`src/rtl/ls_exec_unit.sv`:
```
// Load/store execution unit: queues LSBuffer requests, issues loads to the
// MemController, extends returned load data and reports results to the ROB.
module ls_exec_unit #(
    parameter int DATA_W   = 32,
    parameter int ROB_ID_W = 4,
    parameter int QDEPTH   = 4
) (
    input  logic                clk,
    input  logic                rst,
    input  logic                rdy,
    input  logic                lsb_valid,
    output logic                lsb_ready,
    input  logic                lsb_is_store,
    input  logic [1:0]          lsb_size,
    input  logic                lsb_unsigned,
    input  logic [DATA_W-1:0]   lsb_base,
    input  logic [11:0]         lsb_offset,
    input  logic [DATA_W-1:0]   lsb_store_data,
    input  logic [ROB_ID_W-1:0] lsb_rob_id,
    output logic                rob_valid,
    output logic [ROB_ID_W-1:0] rob_id,
    output logic [DATA_W-1:0]   rob_value,
    output logic [DATA_W-1:0]   rob_addr,
    output logic                rob_misaligned,
    input  logic                mc_store_full,
    output logic                mc_load_req,
    output logic [1:0]          mc_load_size,
    output logic [DATA_W-1:0]   mc_load_addr,
    input  logic                mc_load_done,
    input  logic [DATA_W-1:0]   mc_load_data,
    input  logic                rollback
);
    localparam int PTR_W = $clog2(QDEPTH);
    localparam int CNT_W = PTR_W + 1;

    typedef enum logic [1:0] {IDLE, LOAD_WAIT, DRAIN} state_t;

    typedef struct packed {
        logic                is_store;
        logic [1:0]          size;
        logic                is_unsigned;
        logic [DATA_W-1:0]   addr;
        logic [DATA_W-1:0]   data;
        logic [ROB_ID_W-1:0] rob_id;
    } entry_t;

    entry_t             queue_mem [QDEPTH];
    entry_t             head_e;
    logic [PTR_W-1:0]   head;
    logic [PTR_W-1:0]   tail;
    logic [CNT_W-1:0]   count;
    logic [CNT_W-1:0]   count_next;
    state_t             state;
    state_t             state_next;
    logic               q_empty;
    logic               push;
    logic               pop;
    logic               head_mis;
    logic [DATA_W-1:0]  enq_addr;
    logic [DATA_W-1:0]  load_ext;

    assign head_e   = queue_mem[head];
    assign q_empty  = (count == '0);
    assign push     = lsb_valid && lsb_ready && !rollback;
    assign enq_addr = lsb_base + {{(DATA_W-12){lsb_offset[11]}}, lsb_offset};
    // Reserved size 3 is handled as a word everywhere.
    assign head_mis = ((head_e.size == 2'd1) && head_e.addr[0]) ||
                      (head_e.size[1] && (head_e.addr[1:0] != 2'b00));

    always_comb begin
        load_ext = mc_load_data;
        case (head_e.size)
            2'd0: load_ext = {{(DATA_W-8){mc_load_data[7] & ~head_e.is_unsigned}},
                              mc_load_data[7:0]};
            2'd1: load_ext = {{(DATA_W-16){mc_load_data[15] & ~head_e.is_unsigned}},
                              mc_load_data[15:0]};
            default: load_ext = mc_load_data;
        endcase
    end

    always_comb begin
        pop        = 1'b0;
        state_next = state;
        case (state)
            IDLE: begin
                if (!rollback && !q_empty) begin
                    if (head_mis || (head_e.is_store && !mc_store_full))
                        pop = 1'b1;
                    else if (!head_e.is_store)
                        state_next = LOAD_WAIT;
                end
            end
            LOAD_WAIT: begin
                // Data arriving with a rollback is dropped; otherwise wait it out in DRAIN.
                if (mc_load_done) begin
                    state_next = IDLE;
                    pop        = !rollback;
                end else if (rollback) begin
                    state_next = DRAIN;
                end
            end
            DRAIN: begin
                if (mc_load_done)
                    state_next = IDLE;
            end
            default: state_next = IDLE;
        endcase
    end

    always_comb begin
        if (rollback)
            count_next = '0;
        else
            count_next = count + CNT_W'(push) - CNT_W'(pop);
    end

    always_ff @(posedge clk) begin
        if (rdy && push) begin
            queue_mem[tail] <= '{is_store:    lsb_is_store,
                                 size:        lsb_size,
                                 is_unsigned: lsb_unsigned,
                                 addr:        enq_addr,
                                 data:        lsb_store_data,
                                 rob_id:      lsb_rob_id};
        end
    end

    always_ff @(posedge clk or negedge rst) begin
        if (!rst) begin
            state          <= IDLE;
            head           <= '0;
            tail           <= '0;
            count          <= '0;
            lsb_ready      <= 1'b1;
            rob_valid      <= 1'b0;
            rob_id         <= '0;
            rob_value      <= '0;
            rob_addr       <= '0;
            rob_misaligned <= 1'b0;
            mc_load_req    <= 1'b0;
            mc_load_size   <= 2'd0;
            mc_load_addr   <= '0;
        end else if (rdy) begin
            rob_valid   <= 1'b0;
            mc_load_req <= 1'b0;
            state       <= state_next;
            count       <= count_next;
            lsb_ready   <= (count_next < CNT_W'(QDEPTH)) && (state_next != DRAIN);

            if (rollback) begin
                head <= '0;
                tail <= '0;
            end else begin
                if (push)
                    tail <= tail + PTR_W'(1);
                if (pop)
                    head <= head + PTR_W'(1);
            end

            if (!rollback) begin
                case (state)
                    IDLE: begin
                        if (!q_empty) begin
                            if (head_mis) begin
                                rob_valid      <= 1'b1;
                                rob_misaligned <= 1'b1;
                                rob_id         <= head_e.rob_id;
                                rob_addr       <= head_e.addr;
                                rob_value      <= '0;
                            end else if (head_e.is_store) begin
                                if (!mc_store_full) begin
                                    rob_valid      <= 1'b1;
                                    rob_misaligned <= 1'b0;
                                    rob_id         <= head_e.rob_id;
                                    rob_addr       <= head_e.addr;
                                    rob_value      <= head_e.data;
                                end
                            end else begin
                                mc_load_req  <= 1'b1;
                                mc_load_addr <= head_e.addr;
                                mc_load_size <= head_e.size;
                            end
                        end
                    end
                    LOAD_WAIT: begin
                        if (mc_load_done) begin
                            rob_valid      <= 1'b1;
                            rob_misaligned <= 1'b0;
                            rob_id         <= head_e.rob_id;
                            rob_addr       <= head_e.addr;
                            rob_value      <= load_ext;
                        end
                    end
                    default: ;
                endcase
            end
        end
    end

endmodule

```
`config.mk`:
```
export PLATFORM = sky130hd
export DESIGN_NAME = ls_exec_unit
export DESIGN_NICKNAME = d
export VERILOG_FILES = /design/src/rtl/ls_exec_unit.sv
export SDC_FILE = /design/constraint.sdc
export NUM_CORES = 1
export LEC_CHECK = 0
export CAP_MARGIN = 20
export CORE_AREA = 3 3 175 177
export CTS_BUF_LIST = sky130_fd_sc_hd__clkbuf_16
export DETAILED_ROUTE_END_ITERATION = 8
export DIE_AREA = 0 0 178 180
export GPL_ROUTABILITY_DRIVEN = 0
export GPL_TIMING_DRIVEN = 0
export PLACE_DENSITY = 0.95
export REMOVE_ABC_BUFFERS = 1
export SLEW_MARGIN = 20
export SYNTH_ARGS = -nofsm -noshare
export SYNTH_HDL_FRONTEND = slang
export SYNTH_SLANG_ARGS = --single-unit
```
`constraint.sdc`:
```
create_clock -name clk -period 5.2 [get_ports clk]
set_clock_uncertainty 0.1 [all_clocks]
set_input_delay 1.04 -clock clk [delete_from_list [all_inputs] [get_ports clk]]
set_output_delay 1.04 -clock clk [all_outputs]
set_load 0.005 [all_outputs]
```
## Word-level counts from Yosys, hierarchy flattened

Memories as Yosys holds them, arrays and structs flattened.
Index checks and enable logic that the tools add are counted.

- Register bits: 115
- Bits in writable memories: 288
- Input bits: 123
- Output and inout bits: 106
- Word-level logic and storage cells: 114
- Memories: 1

Memories:

| memory | words | width | rd ports | clocked after Yosys merged registers in | wr ports | line | source |
|---|---|---|---|---|---|---|---|
| queue_mem | 4 | 72 | 1 | 0 | 1 | 47 | `entry_t queue_mem [QDEPTH];` |

- Add/subtract/negate cells: 5
- $lt $le $gt $ge: 1
- Equality and inequality tests: 8
- Multiplexer cells: 55
- Bitwise gates (word level): 7
- Reduce and logical (&&, ||, !) cells: 24

Operators with widths:

| kind | count |
|---|---|
| 32-bit two-way mux | 10 |
| 32-bit one-hot mux with 2 select lines | 3 |
| 32-bit adder | 1 |
| 1-bit two-way mux | 21 |
| 2-bit two-way mux | 10 |
| 4-bit two-way mux | 5 |
| 1-bit logical AND | 8 |
| 4-bit one-hot mux with 2 select lines | 1 |
| 2-bit nonzero test | 4 |
| 7-bit AND reduction | 1 |
| 2-bit != test (second input constant) | 3 |
| 3-bit != test (second input constant) | 2 |
| 1-bit one-hot mux with 2 select lines | 3 |
| 2-bit one-hot mux with 3 select lines | 1 |
| 6-bit AND reduction | 1 |
| 1-bit inverter | 5 |
| 2-bit by 1-bit adder with 2-bit output (second input constant) | 2 |
| 2-bit by 1-bit == test with 1-bit output (second input constant) | 2 |
| 2-bit logical NOT | 2 |
| 2-bit AND reduction | 2 |
| 3-bit by 1-bit adder with 3-bit output | 1 |
| 1-bit logical NOT | 3 |
| 3-bit logical NOT | 1 |
| 3-bit less-than comparator (second input constant) | 1 |
| 5 further kinds | 7 |

## Longest topological paths before layout

An unclocked memory read counts as a cell.

- Depth in word-level cells: 12
- Gate-level depth with buffers: 17
- Gate-level depth less buffers: 14

## Worst setup path after synthesis

OpenSTA, ideal clock, no wires.

- Path kind: input to register
- From: input rdy
- To: memory queue_mem[0][0] (netlist name), enable pin
- Setup time: 0.438 ns
- Arrival: 3.272 ns
- Required time: 4.662 ns
- Slack: 1.389 ns
- Stages on the path: 4
- Buffers on the path: 1
- Cells stage by stage: clkbuf_1 inv_1 nor2_1 and2_1

- Word-level cells in the longest chain between the ends: 3

RTL lines:

| item | line | source |
|---|---|---|
| start, declared | 10 | `input logic rdy,` |
| 1-bit logical AND | 118 | `if (rdy && push) begin` |
| 1-bit two-way mux | 118 |  |
| 1-bit two-way mux (implied by the code) | 119 | `queue_mem[tail] <= '{is_store: lsb_is_store,` |
| end, declared | 47 |  |

No other way between the ends.

## Worst setup path in the final report

- From: register head[0]
- To: register lsb_ready

- Word-level cells in the longest chain between the ends: 12
- Elaborated cells on any way between the ends: 20
- Those cells by class: add/sub (1); order compare (1); eq/ne (2); mux (8); reduce/logical (7); memory (1)

RTL lines:

| item | line | source |
|---|---|---|
| start, declared | 49 | `logic [PTR_W-1:0] head;` |
| start signal, assigned | 157 | `head <= head + PTR_W'(1);` |
| memory read 4 x 72 bit (*) | n/a |  |
| 2-bit by 1-bit == test with 1-bit output or 2-bit nonzero test (tied branches) | 67, 68 |  |
| 1-bit logical AND (on tied branches) | 67, 68 |  |
| 1-bit logical OR | 67 | `assign head_mis = ((head_e.size == 2'd1) && head_e.addr[0]) \|\|` |
| 1-bit logical OR | 87 | `if (head_mis \|\| (head_e.is_store && !mc_store_full))` |
| 1-bit two-way mux | 87 |  |
| 1-bit two-way mux | 86 | `if (!rollback && !q_empty) begin` |
| 1-bit one-hot mux with 2 select lines | 84 | `case (state)` |
| 3-bit by 1-bit subtractor with 3-bit output | 114 | `count_next = count + CNT_W'(push) - CNT_W'(pop);` |
| 3-bit two-way mux | 111 | `if (rollback)` |
| 3-bit less-than comparator | 148 | `lsb_ready <= (count_next < CNT_W'(QDEPTH)) && (state_next != DRAIN);` |
| 1-bit logical AND (*) | 148 |  |
| end signal, assigned | 148 |  |
| end, declared | 12 | `output logic lsb_ready,` |

Every way passes the cells marked *; elsewhere a longest branch is shown, timed or not.
A chain may end at the register's enable or synchronous reset.

==> flow_summary.ini <==
[synthesis]
synth_ff_type = edfxtp_1
syn_area_per_cell_um2 = 16.2
synth_edf_count = 288
yosysWarnings = 0
yosysUniqueCellTypes = 67
yosysSeqAreaShare = 0.675
synthArstFlopShare = 0.285
ys_ff_latch = 403
synth.cell_area_um2 = 17100
synthCells = 1058

[critical_path]
crit_type = reg -> reg
end_kind = flip-flop
start_kind = flip-flop
required_ns = 5.53
rr_startpoint = head[0]
rrSetupSlack_ns = 0.51
crit_fanout = 26
critPathArrivalTime_ns = 5.03
r2r-end = lsb_ready
reg2regPathDepth = 15

[floorplan]
io-pin-count = 229
initial_core_util = 0.581
row_count = 63
core-area_um2 = 29400
dieHeight_um = 180
die_area_um2 = 32000
die_w_um = 178

[final_layout]
mostFrequentLayoutCell = edfxtp_1
fin_util = 0.720
final_layout_size_suffix_gt1_frac = 0.172
syn_to_final_growth_pct = 23.9
diodes = 0
fin_nets = 1452
final_cell_mix = edfxtp_1 (288), clkdlybuf4s50_1 (227), dfrtp_1 (112)
multi_input_area_um2 = 5270
fillers = 1690
stdcell_area_um2 = 21200
seq_area_um2 = 11500

[sta]
setup_tns_ns = 0
finalSetupViolations = 0
rsz0062_at_grt = false
fmax_mhz = 213
tightest_slew_ns = 0.970
worst_slack_ns = 0.508
hold_viol = 0
post-route-period-util = 0.902
final_max_slew_viol_count = 0
slew_headroom = 0.352
min_period_ns = 4.69

[pwr]
p_leak_nw = 7.69
vdd_drop_max_mv = 0.224
p_total_mw = 9.93
power_density_nw_per_um2 = 469

[clock_network]
cts_num_sinks = 403
cts_tree = yes
clk_pin_slew_ns = 0.06
cts_buffer_depth = 3
cts-resized-gates = 0
cts_buffers = 41
cts_setup_buffers = 0
clk_latency_ns = 0.52
root_buffer = clkbuf_16
h-tree-depth = 2
ctsHoldBuffers = 0

[placed_design]
placed_area_um2 = 20000
dp_hpwl_um = 25500
dp_slack_ns = 0.583
portBuffers = 228

[run]
cap_violations = 0

[global_route]
antenna_found_initial = 0
overflow = 0
grt_max_degree = 71
grt_use_total = 0.246
grt_pass1_wl_um = 61000
grt_pass1_vias = 10900

[routing]
wirelength_um = 38900
drt-initial-drc-count = 876
vias = 10400
first_pass_iters = 5
postRouteAntennaNets = 0
drcViolationCount = 0
wl_per_cell_um = 22.7
vias_per_cell = 6.07

[run_status]
status = completed

[min_path]
hold_path_class = in -> async
==> per-stage QoR <==
stage	cells	hold WS, ns
6_report	1712	0.340
5_1_grt	1712	0.349
4_1_cts	1712	0.348
3_5_place_dp	1637	0.373
3_3_place_gp	1625	0.360
2_1_floorplan	1007	0.373
==> Yosys cell counts (6+ instances only) <==
cell type    n  area, um^2
a21o_1      13        97.6
o21ai_0     37         185
ha_1        37         463
buf_2       14        70.1
nor3_1       6        30.0
a21oi_1     67         335
a31oi_1      6        37.5
edfxtp_1   288        8650
clkbuf_1    29         109
o21a_1       6        45.0
nand2_1     75         282
a2bb2oi_1    8        70.1
mux4_2      72        1620
xnor2_1     20         175
inv_1       21        78.8
nor2b_1      6        37.5
nand4_1      6        37.5
dfrtp_1    114        2850
xor2_1      11        96.3
nor2_1      52         195
mux2_1       7        78.8
a22o_1      16         140
nand3_1      6        30.0
o21ai_1      7        35.0
mux2_2      63         709
==> worst max path at each step <==
stage                               from                to  slack [ns]  cells past startpoint
after floorplan                  head[0]           head[1]       -1.49                      6
after global placement           head[0]      rob_value[3]       -4.44                      5
after detailed placement  lsb_offset[11]  queue_mem[1][66]        0.58                      9
after CTS                        head[0]         lsb_ready        0.52                     15
after global routing             head[0]         lsb_ready        0.27                     15
final                            head[0]         lsb_ready        0.51                     15
==> metal layers <==
layer	up-vias	GRT usage	wire length [um]
met5	-	0	0
met4	0	0.0899	1380
met3	98	0.0450	2840
met2	494	0.415	19800
met1	5226	0.321	14900
li1	4580	-	-
==> power breakdown <==
group | internal, mW | switching [mW]
Clock | 1.49 | 1.18
Sequential | 3.97 | 0.325
Combinational | 1.69 | 1.28
==> registers in the layout, indices dropped and copies added, names as in the netlist <==
signal and cells:
rob_valid 1, state 2, mc_load_size 2, head 2, rob_value 32, rob_misaligned 1, rob_addr 32, mc_load_addr 32
rob_id 4, queue_mem 288, count 3, lsb_ready 1, mc_load_req 1, tail 2
==> area by class of cell <==
cell class,instances,area share
clock buffers,41,0.0485
clock inverters,34,0.00892
inverters,22,0.00390
multi-input cells,582,0.249
flip-flops and latches,403,0.545
well taps,390,0.0230
repair buffers,240,0.122
==> cell families (layout without fill, tap and decap cells) <==
| family | Yosys count | after routing | synth area share |
|---|---|---|---|
| compound gates | 190 | 190 | 0.0716 |
| simple gates | 178 | 178 | 0.0472 |
| buf+inv | 73 | 337 | 0.0192 |
| fa+ha+maj | 39 | 39 | 0.0294 |
| xor+xnor | 31 | 31 | 0.0159 |
| mux | 144 | 144 | 0.142 |
| flops | 403 | 403 | 0.675 |
==> critical path, cell delays in order, from the launching register on <==
cell      delay (ns)
dfrtp_4         0.78
buf_12          0.30
mux4_2          0.58
a21oi_1         0.10
nor2_2          0.75
inv_2           0.14
a21oi_1         0.22
mux2i_1         0.10
nor3_1          0.22
ha_1            0.18
inv_1           0.04
ha_1            0.19
fa_1            0.38
xnor2_1         0.23
o221ai_1        0.14
o21ai_0         0.12
Power figures use the tool's default switching activity.
